<file path="src/rtl/mesm6_mem_pkg.sv">
// Shared types and constants for the MESM-6 memory-side bridge:
// FSM state encoding, word/halfword/address widths and halfword slice helpers.
package mesm6_mem_pkg;

  localparam int MESM6_WORD_W   = 48;
  localparam int MESM6_HALF_W   = 16;
  localparam int MESM6_ADDR_W   = 15;
  localparam int MESM6_HALF_CNT = 3;

  typedef enum logic [1:0] {
    IDLE  = 2'd0,
    RD_PH = 2'd1,
    WR_PH = 2'd2,
    DONE  = 2'd3
  } mesm6_state_e;

  // idx 0 is the most significant halfword; idx 3 never occurs
  function automatic logic [MESM6_HALF_W-1:0] get_half(
    input logic [MESM6_WORD_W-1:0] word,
    input logic [1:0]              idx
  );
    case (idx)
      2'd0:    get_half = word[47:32];
      2'd1:    get_half = word[31:16];
      default: get_half = word[15:0];
    endcase
  endfunction

  function automatic logic [MESM6_WORD_W-1:0] set_half(
    input logic [MESM6_WORD_W-1:0] word,
    input logic [1:0]              idx,
    input logic [MESM6_HALF_W-1:0] half
  );
    set_half = word;
    case (idx)
      2'd0:    set_half[47:32] = half;
      2'd1:    set_half[31:16] = half;
      default: set_half[15:0]  = half;
    endcase
  endfunction

endpackage

</file>
<file path="src/rtl/mesm6_wait_counter.sv">
// Per-phase wait-state down-counter; loads WAIT_STATES at phase start and
// flags the final cycle of the phase when it reaches zero.
module mesm6_wait_counter #(
  parameter int unsigned WAIT_STATES = 1
) (
  input  logic clk,
  input  logic reset,
  input  logic load,
  output logic phase_last
);

  logic [2:0] cnt_q;
  logic [2:0] cnt_d;

  always_comb begin
    cnt_d = cnt_q;
    if (load) begin
      cnt_d = 3'(WAIT_STATES);
    end else if (cnt_q != 3'd0) begin
      cnt_d = cnt_q - 3'd1;
    end
  end

  always_ff @(posedge clk) begin
    if (reset) begin
      cnt_q <= 3'd0;
    end else begin
      cnt_q <= cnt_d;
    end
  end

  assign phase_last = (cnt_q == 3'd0);

endmodule

</file>
<file path="src/rtl/mesm6_sram_bridge.sv">
// Bridges 48-bit MESM-6 word accesses onto a 16-bit async SRAM as three phases.
// Optional one-entry read buffer: define MESM6_SRAM_RDBUF_EN.
module mesm6_sram_bridge
  import mesm6_mem_pkg::*;
#(
  parameter int unsigned WAIT_STATES = 1
) (
  input  logic        clk,
  input  logic        reset,
  input  logic        mem_read,
  input  logic        mem_write,
  input  logic [14:0] mem_addr,
  input  logic [47:0] mem_data_write,
  output logic        mem_done,
  output logic [47:0] mem_data_read,
  output logic [16:0] sram_addr,
  output logic [15:0] sram_dq_o,
  input  logic [15:0] sram_dq_i,
  output logic        sram_ce,
  output logic        sram_oe,
  output logic        sram_we
);

  mesm6_state_e state_q, state_d;
  logic [1:0]   idx_q, idx_d;
  logic [14:0]  addr_q, addr_d;
  logic [47:0]  wdata_q, wdata_d;
  logic [47:0]  rd_asm_q, rd_asm_d;
  logic [47:0]  rdata_q, rdata_d;
  logic [47:0]  rd_cap;
  logic         load;
  logic         phase_last;
  logic         rd_last;
  logic         buf_hit;
  logic [47:0]  buf_rdata;

  mesm6_wait_counter #(.WAIT_STATES(WAIT_STATES)) u_wait (
    .clk        (clk),
    .reset      (reset),
    .load       (load),
    .phase_last (phase_last)
  );

  assign rd_cap  = set_half(rd_asm_q, idx_q, sram_dq_i);
  assign rd_last = (state_q == RD_PH) && phase_last && (idx_q == 2'd2);

  // mem_data_read is loaded on the edge into DONE so it is already valid there
  always_comb begin
    state_d  = state_q;
    idx_d    = idx_q;
    addr_d   = addr_q;
    wdata_d  = wdata_q;
    rd_asm_d = rd_asm_q;
    rdata_d  = rdata_q;
    load     = 1'b0;
    case (state_q)
      IDLE: begin
        if (mem_write) begin
          state_d = WR_PH;
          idx_d   = 2'd0;
          addr_d  = mem_addr;
          wdata_d = mem_data_write;
          load    = 1'b1;
        end else if (mem_read) begin
          addr_d = mem_addr;
          idx_d  = 2'd0;
          if (buf_hit) begin
            state_d = DONE;
            rdata_d = buf_rdata;
          end else begin
            state_d = RD_PH;
            load    = 1'b1;
          end
        end
      end
      RD_PH: begin
        if (phase_last) begin
          rd_asm_d = rd_cap;
          if (idx_q == 2'd2) begin
            state_d = DONE;
            idx_d   = 2'd0;
            rdata_d = rd_cap;
          end else begin
            idx_d = idx_q + 2'd1;
            load  = 1'b1;
          end
        end
      end
      WR_PH: begin
        if (phase_last) begin
          if (idx_q == 2'd2) begin
            state_d = DONE;
            idx_d   = 2'd0;
          end else begin
            idx_d = idx_q + 2'd1;
            load  = 1'b1;
          end
        end
      end
      default: state_d = IDLE;
    endcase
  end

  always_ff @(posedge clk) begin
    if (reset) begin
      state_q  <= IDLE;
      idx_q    <= 2'd0;
      addr_q   <= '0;
      wdata_q  <= '0;
      rd_asm_q <= '0;
      rdata_q  <= '0;
    end else begin
      state_q  <= state_d;
      idx_q    <= idx_d;
      addr_q   <= addr_d;
      wdata_q  <= wdata_d;
      rd_asm_q <= rd_asm_d;
      rdata_q  <= rdata_d;
    end
  end

`ifdef MESM6_SRAM_RDBUF_EN
  logic        buf_valid_q, buf_valid_d;
  logic [14:0] buf_addr_q, buf_addr_d;
  logic [47:0] buf_data_q, buf_data_d;

  assign buf_hit   = buf_valid_q && (buf_addr_q == mem_addr);
  assign buf_rdata = buf_data_q;

  // a write to the buffered address refreshes the data so hits never go stale
  always_comb begin
    buf_valid_d = buf_valid_q;
    buf_addr_d  = buf_addr_q;
    buf_data_d  = buf_data_q;
    if (rd_last) begin
      buf_valid_d = 1'b1;
      buf_addr_d  = addr_q;
      buf_data_d  = rd_cap;
    end else if ((state_q == IDLE) && mem_write && buf_valid_q &&
                 (buf_addr_q == mem_addr)) begin
      buf_data_d = mem_data_write;
    end
  end

  always_ff @(posedge clk) begin
    if (reset) begin
      buf_valid_q <= 1'b0;
      buf_addr_q  <= '0;
      buf_data_q  <= '0;
    end else begin
      buf_valid_q <= buf_valid_d;
      buf_addr_q  <= buf_addr_d;
      buf_data_q  <= buf_data_d;
    end
  end
`else
  assign buf_hit   = 1'b0;
  assign buf_rdata = '0;
`endif

  assign mem_done      = (state_q == DONE);
  assign mem_data_read = rdata_q;
  assign sram_addr     = {addr_q, idx_q};
  assign sram_dq_o     = get_half(wdata_q, idx_q);
  assign sram_ce       = (state_q == RD_PH) || (state_q == WR_PH);
  assign sram_oe       = (state_q == RD_PH);
  assign sram_we       = (state_q == WR_PH);

endmodule

</file>
<file path="config.mk">
export PLATFORM = sky130hd
export DESIGN_NAME = mesm6_sram_bridge
export DESIGN_NICKNAME = d
export VERILOG_FILES = /design/src/rtl/mesm6_mem_pkg.sv /design/src/rtl/mesm6_wait_counter.sv /design/src/rtl/mesm6_sram_bridge.sv
export SDC_FILE = /design/constraint.sdc
export NUM_CORES = 1
export LEC_CHECK = 0
export CAP_MARGIN = 0
export CORE_ASPECT_RATIO = 1.4
export CORE_UTILIZATION = 47
export CTS_BUF_LIST = sky130_fd_sc_hd__clkbuf_16
export DETAILED_ROUTE_END_ITERATION = 12
export PLACE_DENSITY = 0.79
export SYNTH_ARGS = -nofsm -noshare
export SYNTH_HDL_FRONTEND = slang
export SYNTH_SLANG_ARGS = --single-unit
</file>
<file path="constraint.sdc">
create_clock -name clk -period 2.4 [get_ports clk]
set_input_delay 0.36 -clock clk [delete_from_list [all_inputs] [get_ports clk]]
set_output_delay 0.36 -clock clk [all_outputs]
set_load 0.05 [all_outputs]
</file>
==> results of run 1 <==
-- worst register-to-register path: stages (launching register included) --
cell and delay, ps:
dfxtp_1 340, inv_1 110, ha_1 230, nand2_4 110, or4b_1 810, nand2_1 180
a21oi_1 80
-- cell families (layout without fill, tap and decap cells) --
group | after synthesis | in the layout | synth area share [%]
AOI/OAI and AO/OA | 175 | 175 | 16.1
adders and majority gates | 7 | 7 | 1.51
buffers and inverters | 63 | 219 | 4.89
DFF | 150 | 150 | 51.7
muxes | 19 | 19 | 3.27
and+or+nand+nor | 325 | 325 | 22.5
-- synth_stat cells --
| library cell | count |
|---|---|
| o21ai_1 | 1 |
| ha_1 | 7 |
| mux2i_1 | 19 |
| o31a_1 | 1 |
| o41ai_2 | 2 |
| dfxtp_1 | 150 |
| or4b_1 | 1 |
| nand2b_1 | 2 |
| or4_1 | 1 |
| clkbuf_1 | 35 |
| a211oi_1 | 1 |
| o21ai_0 | 17 |
| and2_1 | 1 |
| a21oi_1 | 146 |
| nand2_1 | 305 |
| buf_2 | 14 |
| a221oi_2 | 1 |
| buf_4 | 6 |
| nor3b_1 | 1 |
| a211o_1 | 3 |
| nor3_2 | 1 |
| or3_1 | 1 |
| nand2_4 | 1 |
| nor2_1 | 7 |
| buf_6 | 1 |
| nor4b_4 | 1 |
| o21ai_2 | 1 |
| nor2b_1 | 1 |
| nor4_4 | 1 |
| a22oi_2 | 1 |
| inv_1 | 7 |
| nand2b_4 | 1 |
| a31oi_1 | 1 |
-- path summary, 6_finish.rpt --
check,slack (ps),start,end
worst min-delay path,440,reset,idx_q[1]$_SDFFE_PP0P_
worst min register to register,450,mem_data_read[1]$_SDFFE_PP0P_,mem_data_read[1]$_SDFFE_PP0P_
worst max-delay path,90,state_q[1]$_SDFFE_PP0P_,sram_oe
worst max register to register,430,state_q[1]$_SDFFE_PP0P_,rd_asm_q[22]$_SDFFE_PP0P_
-- stage by stage --
stage | hold slack [ps] | setup slack [ps] | TNS (ps) | area, um^2 | total power [mW]
after CTS | 424 | 84.5 | 0 | 8350 | 8.12
after floorplan | 428 | -129 | -129 | 5840 | 4.58
final | 439 | 90.0 | 0 | 8350 | 8.07
after global routing | 469 | 38.7 | 0 | 8350 | 8.45
after global placement | 438 | 517 | 0 | 7770 | 5.44
after detailed placement | 447 | 447 | 0 | 7770 | 5.52
-- layout by cell type (no fill, tap or decap), types with 2 or more instances in the layout --
cell / instances
a211o_1: 3
a21oi_1: 146
buf_12: 22
buf_4: 11
bufinv_16: 2
clkbuf_16: 17
clkdlybuf4s50_1: 147
clkinv_2: 3
clkinv_4: 5
dfxtp_1: 148
dfxtp_2: 2
ha_1: 7
inv_1: 8
inv_6: 2
mux2i_1: 19
nand2_1: 305
nand2b_1: 2
nor2_1: 7
o21ai_1: 9
o21ai_2: 9
o41ai_2: 2
-- state kept, by name, summed over array words and instances, names as in the netlist --
name,count
rd_asm_q,32
u_wait.cnt_q,3
addr_q,15
idx_q,2
wdata_q,48
state_q,2
mem_data_read,48
-- what timing repair did --
item                       4_1_cts  5_1_grt
setup buffers                    0        0
hold buffers                     0        0
setup endpoints to repair        0        2
gates resized for setup          0        1
-- power groups by stage --
stage	Clock (mW)	Combinational, mW	Sequential [mW]
6_report	2.59	2.49	2.99
5_1_grt	2.76	2.67	3.03
4_1_cts	2.63	2.50	2.99
3_5_place_dp	0	2.48	3.04
3_3_place_gp	0	2.42	3.02
2_1_floorplan	0	1.35	3.24
-- routing by layer --
layer  routed length (um)  track usage (%)  vias to the layer above
li1                     -                -                     2693
met1                 6020             29.2                     2521
met2                 7710             41.7                      180
met3                  914             7.02                       24
met4                  341             9.62                        0
met5                    0                0                        -
-- cell type report --
type / count / area, um^2
flip-flops and latches: 150 / 3010
well taps: 147 / 184
inverters: 7 / 26.3
clock inverters: 15 / 155
clock buffers: 17 / 425
multi-input cells: 526 / 2560
fillers: 934 / 3590
repair buffers: 180 / 1990
==> summary.txt, run 1 <==
Outcome
  • Status: finished clean

Synthesis
  • Synth Cell Area: 5810 um^2
  • Sequential fraction of the synthesis area: 51.7%
  • Syn avg cell area: 7.86 um^2
  • Syn Inst Count: 739
  • YS warnings: 0
  • Seq cells post-synth: 150
  • Largest cells by area after synthesis: dfxtp_1 52%, nand2_1 20%, a21oi_1 13%
  • Synth top area share: 51.7%
  • Cell variety after synth: 33
  • Synth area leader: dfxtp_1
  • Mapped Nets: 829

Floorplan
  • Io pins: 168
  • Die area: 12800 um^2
  • Row count: 47
  • CORE AREA: 11900 um^2
  • Die height: 134 um
  • Initial Util: 48.7%
  • Die width: 96.0 um

Hold path
  • Hold depth: 2
  • Hold/Removal Path Class: in2reg

Setup path
  • Crit Path Class: reg2out
  • Worst path depth: 3
  • CP Capture Type: output port
  • Worst Reg-to-Reg Cells: 6
  • Worst EP arrival: 1950 ps
  • Crit path required time: 2040 ps
  • Crit-path slowest cell: clkdlybuf4s50_1
  • Delay-heaviest family, CP: buffers and inverters
  • Crit start category: register
  • Worst-path cell chain: inv_1 > ha_1 > clkdlybuf4s50_1
  • Worst Path Buf+Inv: 2
  • Crit-path max FO: 4
  • CP peak stage delay: 850 ps

Route
  • Wirelength per Cell: 14.4 um
  • Router iterations before antenna repair: 4
  • Via count: 5418
  • Final ANT Viol Nets: 0
  • Drt via density: 5.20
  • DR iter-0 viols: 207
  • DR DRC count: 0
  • Post-Route WL: 15.0 mm

STA
  • Max frequency: 433 MHz
  • Tmin final: 2310 ps
  • Rel. slew slack: 59.1%
  • Final Skew: 9.61 ps
  • Final Hold Viols: 0
  • Worst slew pin tran: 613 ps
  • Final setup vio count: 0
  • RSZ-0062 raised after global routing: false
  • Period utilization: 96.3%
  • Final Max Slew Viols: 0

Placed design
  • Post-Place Cells: 1010
  • Routability cong.: 0.823
  • Detail Placement HPWL: 10.3 mm
  • PortBufs: 167

Global routing
  • Pin count of the biggest net entering global routing: 55
  • Initial antenna violation count: 0
  • Vias in the first global route: 5245
  • GRT Resource Usage Total: 24.7%
  • First-pass GRT wire length: 24.6 mm
  • Grt ovf: 0

Cells and area
  • Final Util: 70.0%
  • Nets: 972
  • Share of layout cells above drive strength 1: 9.27%
  • Non-Filler Instances: 1042
  • Area Growth Syn to Fin: 43.7%
  • Antenna Cells: 0

CTS
  • H-tree levels: 4
  • Clk sinks: 150
  • TritonCTS buffer count: 17
  • CTS Buffer Depth: 2
  • CTS tree: built
  • Clock slew at reported path FFs: 60 ps
  • Clk_lat worst skew: 420 ps
  • Root buf cell: clkbuf_16

Power
  • Clock power frac: 32.1%
  • Int Power: 5.32 mW
  • Sw Pwr: 2.75 mW
  • Reg power frac: 37.1%
  • LEAKAGE: 2.98 nW
  • Power Density: 966 nW/um^2
  • Switching Share: 34.0%
  • Worst VDD drop: 0.646 mV
  • Combinational power share: 30.8%

Job
  • Max-cap violation count: 0
No activity file was read; power rests on OpenSTA's default activity.
==> run 2: changes to the inputs <==
--- a/config.mk
+++ b/config.mk
@@ -11,6 +11,7 @@
 export CTS_BUF_LIST = sky130_fd_sc_hd__clkbuf_16
 export DETAILED_ROUTE_END_ITERATION = 12
 export PLACE_DENSITY = 0.79
+export SLEW_MARGIN = 40
 export SYNTH_ARGS = -nofsm -noshare
 export SYNTH_HDL_FRONTEND = slang
 export SYNTH_SLANG_ARGS = --single-unit
==> results of run 2 <==
Final layout, timing and power as in run 1 (identical DEF).
==> run 3: changes to the inputs <==
--- a/config.mk
+++ b/config.mk
@@ -5,13 +5,12 @@
 export SDC_FILE = /design/constraint.sdc
 export NUM_CORES = 1
 export LEC_CHECK = 0
-export CAP_MARGIN = 0
 export CORE_ASPECT_RATIO = 1.4
 export CORE_UTILIZATION = 47
 export CTS_BUF_LIST = sky130_fd_sc_hd__clkbuf_16
 export DETAILED_ROUTE_END_ITERATION = 12
 export PLACE_DENSITY = 0.79
-export SLEW_MARGIN = 40
+export SLEW_MARGIN = 20
 export SYNTH_ARGS = -nofsm -noshare
 export SYNTH_HDL_FRONTEND = slang
 export SYNTH_SLANG_ARGS = --single-unit
==> results of run 3 <==
Final layout, timing and power as in run 1 (identical DEF).
